### src/rtl/activity_display_scheduler.sv
// Rotates four activity metrics through one shared BCD converter onto the display.
// Optional macro SKIP_ZERO_EN: rotation skips metrics whose value is zero.
module activity_display_scheduler #(
    parameter int TICK_CYCLES = 100000000,
    parameter int DWELL_SEC   = 2,
    parameter int TIMEOUT     = 64
) (
    input  logic        clk,
    input  logic        reset,
    input  logic [15:0] metric0,
    input  logic [15:0] metric1,
    input  logic [15:0] metric2,
    input  logic [15:0] metric3,
    input  logic        hold,
    output logic        conv_req,
    output logic [15:0] conv_bin,
    input  logic        conv_ack,
    input  logic [19:0] conv_bcd,
    output logic [19:0] disp_bcd,
    output logic [1:0]  disp_sel,
    output logic        disp_valid,
    output logic        disp_err
);

    localparam int TW = (TICK_CYCLES > 1) ? $clog2(TICK_CYCLES) : 1;
    localparam int DW = $clog2(DWELL_SEC + 2);
    localparam int OW = (TIMEOUT > 1) ? $clog2(TIMEOUT) : 1;

    typedef enum logic [1:0] {
        S_IDLE,
        S_REQ,
        S_WAIT,
        S_DWELL
    } state_t;

    state_t        r_state;
    state_t        w_state_nxt;
    logic [TW-1:0] r_tick_cnt;
    logic [DW-1:0] r_dwell_cnt;
    logic [OW-1:0] r_wait_cnt;
    logic [1:0]    r_idx;
    logic          r_conv_req;
    logic [15:0]   r_conv_bin;
    logic [19:0]   r_disp_bcd;
    logic [1:0]    r_disp_sel;
    logic          r_disp_valid;
    logic          r_disp_err;

    logic          w_tick;
    logic          w_ack;
    logic          w_timeout;
    logic          w_rotate;
    logic [DW-1:0] w_dwell_inc;
    logic [1:0]    w_next_idx;
    logic [15:0]   w_metric [4];

    assign w_metric[0] = metric0;
    assign w_metric[1] = metric1;
    assign w_metric[2] = metric2;
    assign w_metric[3] = metric3;

    assign w_tick      = (r_tick_cnt == TW'(TICK_CYCLES - 1));
    assign w_ack       = (r_state == S_WAIT) && conv_ack;
    assign w_timeout   = (r_state == S_WAIT) && !conv_ack &&
                         (r_wait_cnt == OW'(TIMEOUT - 1));
    assign w_dwell_inc = r_dwell_cnt + DW'(1);
    assign w_rotate    = (r_state == S_DWELL) && w_tick && !hold &&
                         (w_dwell_inc >= DW'(DWELL_SEC));

`ifdef SKIP_ZERO_EN
    logic [1:0] w_cand1;
    logic [1:0] w_cand2;
    logic [1:0] w_cand3;

    assign w_cand1 = r_idx + 2'd1;
    assign w_cand2 = r_idx + 2'd2;
    assign w_cand3 = r_idx + 2'd3;

    // First nonzero metric after the current one; stay put if none.
    always_comb begin
        w_next_idx = r_idx;
        if (w_metric[w_cand1] != 16'd0)
            w_next_idx = w_cand1;
        else if (w_metric[w_cand2] != 16'd0)
            w_next_idx = w_cand2;
        else if (w_metric[w_cand3] != 16'd0)
            w_next_idx = w_cand3;
    end
`else
    assign w_next_idx = r_idx + 2'd1;
`endif

    always_ff @(posedge clk or negedge reset) begin
        if (!reset)
            r_tick_cnt <= '0;
        else if (w_tick)
            r_tick_cnt <= '0;
        else
            r_tick_cnt <= r_tick_cnt + TW'(1);
    end

    always_ff @(posedge clk or negedge reset) begin
        if (!reset)
            r_state <= S_IDLE;
        else
            r_state <= w_state_nxt;
    end

    // Ticks outside DWELL are dropped, so ack/timeout win over a same-cycle tick.
    always_comb begin
        w_state_nxt = r_state;
        unique case (r_state)
            S_IDLE:  w_state_nxt = S_REQ;
            S_REQ:   w_state_nxt = S_WAIT;
            S_WAIT:  if (w_ack || w_timeout) w_state_nxt = S_DWELL;
            S_DWELL: if (w_tick) w_state_nxt = S_REQ;
            default: w_state_nxt = S_IDLE;
        endcase
    end

    always_ff @(posedge clk or negedge reset) begin
        if (!reset) begin
            r_idx        <= 2'd0;
            r_dwell_cnt  <= '0;
            r_wait_cnt   <= '0;
            r_conv_req   <= 1'b0;
            r_conv_bin   <= 16'd0;
            r_disp_bcd   <= 20'd0;
            r_disp_sel   <= 2'd0;
            r_disp_valid <= 1'b0;
            r_disp_err   <= 1'b0;
        end else begin
            unique case (r_state)
                S_IDLE: begin
                    r_idx <= 2'd0;
                end
                S_REQ: begin
                    r_conv_bin <= w_metric[r_idx];
                    r_conv_req <= 1'b1;
                    r_wait_cnt <= '0;
                end
                S_WAIT: begin
                    if (conv_ack) begin
                        r_disp_bcd   <= conv_bcd;
                        r_disp_sel   <= r_idx;
                        r_disp_valid <= 1'b1;
                        r_disp_err   <= 1'b0;
                        r_conv_req   <= 1'b0;
                    end else if (w_timeout) begin
                        r_disp_bcd   <= 20'hFFFFF;
                        r_disp_valid <= 1'b0;
                        r_disp_err   <= 1'b1;
                        r_conv_req   <= 1'b0;
                    end else begin
                        r_wait_cnt <= r_wait_cnt + OW'(1);
                    end
                end
                S_DWELL: begin
                    if (w_rotate) begin
                        r_idx       <= w_next_idx;
                        r_dwell_cnt <= '0;
                    end else if (w_tick) begin
                        // Saturate so release after a long hold rotates at once.
                        if (w_dwell_inc > DW'(DWELL_SEC))
                            r_dwell_cnt <= DW'(DWELL_SEC);
                        else
                            r_dwell_cnt <= w_dwell_inc;
                    end
                end
                default: ;
            endcase
        end
    end

    assign conv_req   = r_conv_req;
    assign conv_bin   = r_conv_bin;
    assign disp_bcd   = r_disp_bcd;
    assign disp_sel   = r_disp_sel;
    assign disp_valid = r_disp_valid;
    assign disp_err   = r_disp_err;

endmodule

### config.mk
export PLATFORM = sky130hd
export DESIGN_NAME = activity_display_scheduler
export DESIGN_NICKNAME = d
export VERILOG_FILES = /design/src/rtl/activity_display_scheduler.sv
export SDC_FILE = /design/constraint.sdc
export NUM_CORES = 1
export LEC_CHECK = 0
export CAP_MARGIN = 25
export CORE_MARGIN = 1.5
export CORE_UTILIZATION = 48
export CTS_BUF_LIST = sky130_fd_sc_hd__clkbuf_4 sky130_fd_sc_hd__clkbuf_8
export DETAILED_ROUTE_END_ITERATION = 10
export HOLD_SLACK_MARGIN = 0.12
export PLACE_DENSITY = 0.83
export SETUP_SLACK_MARGIN = 0.3
export SYNTH_ARGS = -nofsm -noshare
export SYNTH_HDL_FRONTEND = slang
export SYNTH_SLANG_ARGS = --single-unit
### constraint.sdc
create_clock -name clk -period 2.3 [get_ports clk]
set_input_delay 0.46 -clock clk [delete_from_list [all_inputs] [get_ports clk]]
set_output_delay 0.46 -clock clk [all_outputs]
set_load 0.005 [all_outputs]
==> results of run 1 <==
[worst max path at each step]
| stage | start | to | slack (ns) | cells after the start |
|---|---|---|---|---|
| after floorplan | r_tick_cnt[19] | r_state[1] | 0.23 | 5 |
| after global placement | r_tick_cnt[19] | r_tick_cnt[15] | 0.13 | 6 |
| after detailed placement | r_tick_cnt[19] | r_tick_cnt[15] | 0.05 | 6 |
| after CTS | r_tick_cnt[10] | r_state[1] | 0.20 | 5 |
| after global routing | r_tick_cnt[9] | r_dwell_cnt[0] | 0.15 | 5 |
| final | r_tick_cnt[9] | r_state[1] | 0.21 | 5 |
[synthesized netlist by cell type (5+ instances only)]
library cell,instances,share of area (%)
inv_1,8,0.77
clkbuf_1,13,1.2
nand3_1,13,1.7
o22a_1,20,4.5
ha_1,8,2.6
xor2_1,9,2.0
a21oi_1,5,0.64
nand4_1,10,1.6
mux2_2,19,5.5
nor2_1,20,1.9
nand2_1,28,2.7
dfrtp_1,80,51
o21ai_0,7,0.90
mux4_2,16,9.2
nor3_1,7,0.90
xnor2_1,13,2.9
[area by class of cell]
cell class / count / area, um^2
Fill cell: 550 / 2050
Sequential cell: 80 / 2000
Multi-Input combinational cell: 222 / 1910
Timing Repair Buffer: 150 / 1490
Clock buffer: 11 / 145
Tap cell: 102 / 128
Clock inverter: 5 / 56.3
Inverter: 8 / 30.0
[routing by layer]
| layer | GRT usage (%) | wire length, um | vias to the layer above |
|---|---|---|---|
| met3 | 6.26 | 821 | 23 |
| met1 | 29.6 | 4060 | 1567 |
| li1 | - | - | 1494 |
| met2 | 44.0 | 5600 | 130 |
| met5 | 0 | 0 | - |
| met4 | 10.2 | 197 | 0 |
[timing repair]
action / 4_1_cts / 5_1_grt
hold buffers: 1 / 0
cloned: 0 / 1
hold endpoints to repair: 35 / 0
resized for setup: 4 / 20
pin swaps: 5 / 10
setup endpoints to repair: 22 / 36
buffers inserted: 9 / 1
[power breakdown]
| group | leakage, nW | internal (mW) | switching (mW) | total, mW |
|---|---|---|---|---|
| Combinational | 1.26 | 1.43 | 0.815 | 2.25 |
| Sequential | 0.982 | 1.81 | 0.235 | 2.04 |
| Clock | 0.103 | 0.541 | 0.511 | 1.05 |
| Total | 2.35 | 3.78 | 1.56 | 5.34 |
[sequential cells by signal, summed over array words and instances, names as in the netlist]
signal       count
r_wait_cnt       6
disp_valid       1
r_tick_cnt      27
conv_req         1
disp_bcd        20
r_idx            2
conv_bin        16
disp_sel         2
r_dwell_cnt      2
r_state          2
disp_err         1
[per-stage QoR]
step | hold slack, ns | setup slack (ns) | power [mW] | area (um^2) | instances
after floorplan | 0.164 | 0.230 | 3.14 | 3910 | 324
after global placement | 0.450 | 0.127 | 4.21 | 5350 | 550
after detailed placement | 0.449 | 0.0531 | 4.30 | 5350 | 550
after CTS | 0.486 | 0.198 | 5.36 | 5650 | 576
after global routing | 0.498 | 0.147 | 5.64 | 5760 | 578
final | 0.487 | 0.213 | 5.34 | 5760 | 578
[worst register-to-register path, delay by kind of cell, from the launching register on]
family	cells	cell delay [ns]
and+or+nand+nor	3	1.16
DFF	1	0.40
muxes	1	0.30
AOI/OAI and AO/OA	1	0.12
[cell families after synthesis]
logic type / count (synthesis) / synth area share [%]
simple gates: 105 / 14.0
xor+xnor: 22 / 4.92
fa+ha+maj: 8 / 2.56
flops: 80 / 51.2
mux: 40 / 16.2
compound gates: 47 / 8.95
buf+inv: 22 / 2.21
==> results.yml, run 1 <==
floorplanning:
  die_area_um2: 8700
  fp.coreArea_um2: 7810
  start_util_pct: 50.1
  fp-row-count: 32
  ios: 129
  die_x_um: 93.3
  fp.dieH_um: 93.3
critical_path:
  cp-start-kind: "flop"
  r2r-start: "r_tick_cnt[9]"
  rr_endpoint: "r_state[1]"
  crit_path_top_delay_cell: "or4b_4"
  cp_top_family: "simple AND/OR/NAND/NOR gates"
  crit_required_ns: 2.55
  crit_path_end_kind: "flop"
  crit_fanout: 4
  path_cells: "or4b_4 -> or3_4 -> nor3_4 -> o21ai_2 -> mux2_4"
  critPathArrivalTime_ns: 2.33
  reg2reg_depth: 5
  r2r_slack_ns: 0.21
  crit_type: "flop to flop"
  critPathBufInv: 0
  max_stage_delay_ns: 0.54
finish:
  drive_above_1_share_pct: 20.8
  layout.nets: 567
  diodes: 0
  syn_to_final_growth_pct: 47.3
  final_cell_mix: "clkdlybuf4s50_1 (127), dfrtp_1 (79), nand2_1 (28)"
  final_util_pct: 73.8
  final_common_cell: "clkdlybuf4s50_1"
placement:
  portBuffers: 128
  dp_hpwl_um: 7490
  gp_congestion: 0.863
hold_path:
  hold_end: "r_tick_cnt[0]"
  min_path_type: "flop to flop"
  hold_depth: 1
  min_from: "r_tick_cnt[0]"
timing:
  setup_tns_ns: 0
  rsz0062_at_grt: "yes"
  drv_slew: 0
  hold_viol: 0
  post-route-period-util_pct: 90.7
  maxClockFrequency_ghz: 0.479
  worst_clock_skew_ns: 0.00895
  slew_headroom_pct: 58.4
  tightest_slew_ns: 0.618
  period_needed_ns: 2.09
  setup_viol: 0
synthesis:
  synth_nets: 420
  ys_warn_count: 0
  synth-async-reset-ratio_pct: 100
  synth.avg_cell_area_um2: 12.1
  yosysUniqueCellTypes: 42
  synth-main-ff-cell: "dfrtp_1"
  syn_inst: 324
  yosysSeqAreaShare_pct: 51.2
  ys_ff_latch: 80
  synth-edff-count: 0
  synthesis.area_um2: 3910
routing:
  drc: 0
  dr_total_vias: 3214
  viasPerCell: 5.56
  first_pass_iters: 5
  drt_wl_total_um: 10700
  final_antenna_net_count: 0
  drtIter0Drc: 205
  wl_per_cell_um: 18.5
clock_tree:
  path_clk_slew_ns: 0.08
  clk_latency_ns: 0.36
  cts_buffers: 9
  numClockSinks: 80
  cts_tree: "built"
  cts-root-buf: "clkbuf_8"
  cts_buffer_depth: 2
  cts.htree.levels: 3
global_route:
  antenna_found_initial: 0
  grt_pass1_vias: 3329
  grtUsageTotal_pct: 25.2
  grt-ovfl-total: 0
  grt_max_degree: 46
  grt_pass1_wl_um: 16800
pwr:
  ir_drop_v: 0.000420
  p_leak_nw: 2.35
  power_density_nw_per_um2: 927
status:
  status: "complete, no violations"
flow_run:
  cap_violations: 0
(Power assumes the default switching activity.)
==> run 2, diff against run 1 <==
- CORE_UTILIZATION: 48 -> 35
- PLACE_DENSITY: 0.83 -> unset
- PLACE_DENSITY_LB_ADDON: unset -> 0.12
==> run 2 against run 1 <==
Compared with the run above:
- setup slack gained 0.012 ns
- fmax up 0.58%
- combinational power about the same
- non-clock buffer count grew 5
- clock-buffer cell count is 1 lower
- critical endpoint is now r_dwell_cnt[0]
- largest cell class unchanged
- largest power group unchanged
- highest routed layer unchanged
==> results.yml, run 2 (synthesized netlist as in run 1, its figures left out) <==
status:
  status: "complete, no violations"
pwr:
  p_leak_nw: 2.38
  combPwrFrac_pct: 41.3
  power_density_nw_per_um2: 930
  netSwitchingPower_mw: 1.52
  ir_drop_v: 0.000448
  power.total_mw: 5.40
  p_clk_share_pct: 21.0
  p_int_mw: 3.88
  pwr-share-seq_pct: 37.8
  switching_share_pct: 28.2
floorplanning:
  fp.dieH_um: 109
  die_area_um2: 11800
  die_x_um: 109
  fp.coreArea_um2: 10900
  fp-row-count: 38
  start_util_pct: 35.9
  ios: 129
finish:
  n_fill_cell: 990
  largest_reg_flops: 27
  layout.nets: 572
  final_common_cell: "clkdlybuf4s50_1"
  max_flop_register: "r_tick_cnt"
  drive_above_1_share_pct: 20.2
  diodes: 0
  register_area_um2: 2000
  final_cell_mix: "clkdlybuf4s50_1 (127), dfrtp_1 (80), nand2_1 (27)"
  syn_to_final_growth_pct: 48.5
  multi_input_area_um2: 1870
hold_path:
  hold_depth: 1
  min_from: "r_tick_cnt[0]"
  min_path_type: "flop to flop"
  hold_end: "r_tick_cnt[0]"
placement:
  portBuffers: 128
  gp_congestion: 0.837
  place_ws_ns: 0.138
  dp_hpwl_um: 7140
timing:
  hold_viol: 0
  worst_clock_skew_ns: 0.00946
  setup_viol: 0
  maxClockFrequency_ghz: 0.482
  tightest_slew_ns: 0.582
  setup_ws_ns: 0.225
  post-route-period-util_pct: 90.2
  drv_slew: 0
  slew_headroom_pct: 60.8
  period_needed_ns: 2.07
  setup_tns_ns: 0
  rsz0062_at_grt: "yes"
critical_path:
  max_stage_delay_ns: 0.54
  cp-start-kind: "flop"
  path_cells: "or4b_4 -> or3_4 -> nor3_4 -> nand2_2 -> mux2_4"
  crit_required_ns: 2.53
  rr_endpoint: "r_dwell_cnt[0]"
  r2r_slack_ns: 0.23
  r2r-start: "r_tick_cnt[12]"
  crit_path_end_kind: "flop"
  critPathArrivalTime_ns: 2.31
  crit_fanout: 4
  crit_type: "flop to flop"
  crit_path_top_delay_cell: "or4b_4"
  reg2reg_depth: 5
clock_tree:
  numClockSinks: 80
  cts_tree: "built"
  cts.htree.levels: 3
  cts-root-buf: "clkbuf_8"
  cts_buffer_depth: 2
  path_clk_slew_ns: 0.08
  cts_buffers: 9
  clk_latency_ns: 0.34
global_route:
  grt_max_degree: 39
  grt_pass1_wl_um: 15700
  grt_pass1_vias: 3133
  grt-ovfl-total: 0
  antenna_found_initial: 0
  grtUsageTotal_pct: 17.1
flow_run:
  cap_violations: 0
routing:
  first_pass_iters: 5
  final_antenna_net_count: 0
  drt_wl_total_um: 9750
  drtIter0Drc: 143
  viasPerCell: 5.01
  wl_per_cell_um: 15.7
  drc: 0
  dr_total_vias: 3104
==> run 2: changes by cell type in the layout (fill, tap and decap cells not counted), moves of 2 or more <==
| cell | before | now |
|---|---|---|
| nor2_4 | 5 | 0 |
| buf_4 | 18 | 22 |
| nor2_1 | 11 | 14 |
| buf_6 | 1 | 3 |
| nor2_2 | 4 | 6 |
| nor2b_1 | 1 | 3 |
| nor4_2 | 3 | 1 |
==> run 2: worst max-delay path: cells and delay by family, from the launching register on <==
family,cells,cell delay (ns)
mux,1,0.30
flops,1,0.39
simple gates,4,1.28
==> run 2: repair_timing <==
item	CTS	global route
pin swaps	8	8
endpoints found under the hold margin	36	0
hold buffers	1	0
buffers inserted	9	2
resized for setup	7	9
cloned	0	0
endpoints found under the setup margin	14	25
==> run 2: layout make-up <==
type,instances,share of cell area (%)
well taps,140,3.02
repair buffers,155,26.2
clock buffers,10,2.26
clock inverters,5,1.40
multi-input cells,222,32.2
flip-flops and latches,80,34.5
inverters,8,0.517
==> run 2: worst max path at each step <==
stage,startpoint,end,depth (start not counted)
2_1_floorplan,r_tick_cnt[19],r_state[1],5
3_3_place_gp,r_tick_cnt[19],r_tick_cnt[15],6
3_5_place_dp,r_tick_cnt[19],r_tick_cnt[15],6
4_1_cts,r_tick_cnt[9],r_dwell_cnt[0],5
5_1_grt,r_tick_cnt[12],r_dwell_cnt[0],5
6_report,r_tick_cnt[12],r_dwell_cnt[0],5
==> run 2: routing by layer <==
metal / GRT usage, % / vias up / routed length (um)
li1: - / 1496 / -
met1: 22.5 / 1508 / 4310
met2: 28.4 / 96 / 4700
met3: 4.24 / 4 / 688
met4: 4.04 / 0 / 48
met5: 0 / - / 0
==> run 2: power groups by stage <==
stage | logic, mW | registers (mW) | clock network, mW
floorplan | 1.07 | 2.07 | 0
global placement | 2.22 | 2.06 | 0
detailed placement | 2.25 | 2.08 | 0
CTS | 2.27 | 2.05 | 1.17
global route | 2.42 | 2.10 | 1.23
finish | 2.23 | 2.04 | 1.13
==> run 2: stage by stage <==
stage | hold WS, ns | cells | util [%] | area, um^2
after floorplan | 0.164 | 324 | - | 3910
after global placement | 0.463 | 593 | 50.0 | 5450
after detailed placement | 0.467 | 593 | 50.0 | 5450
after CTS | 0.480 | 618 | 52.9 | 5760
after global routing | 0.494 | 620 | 53.4 | 5810
final | 0.477 | 620 | 53.4 | 5810
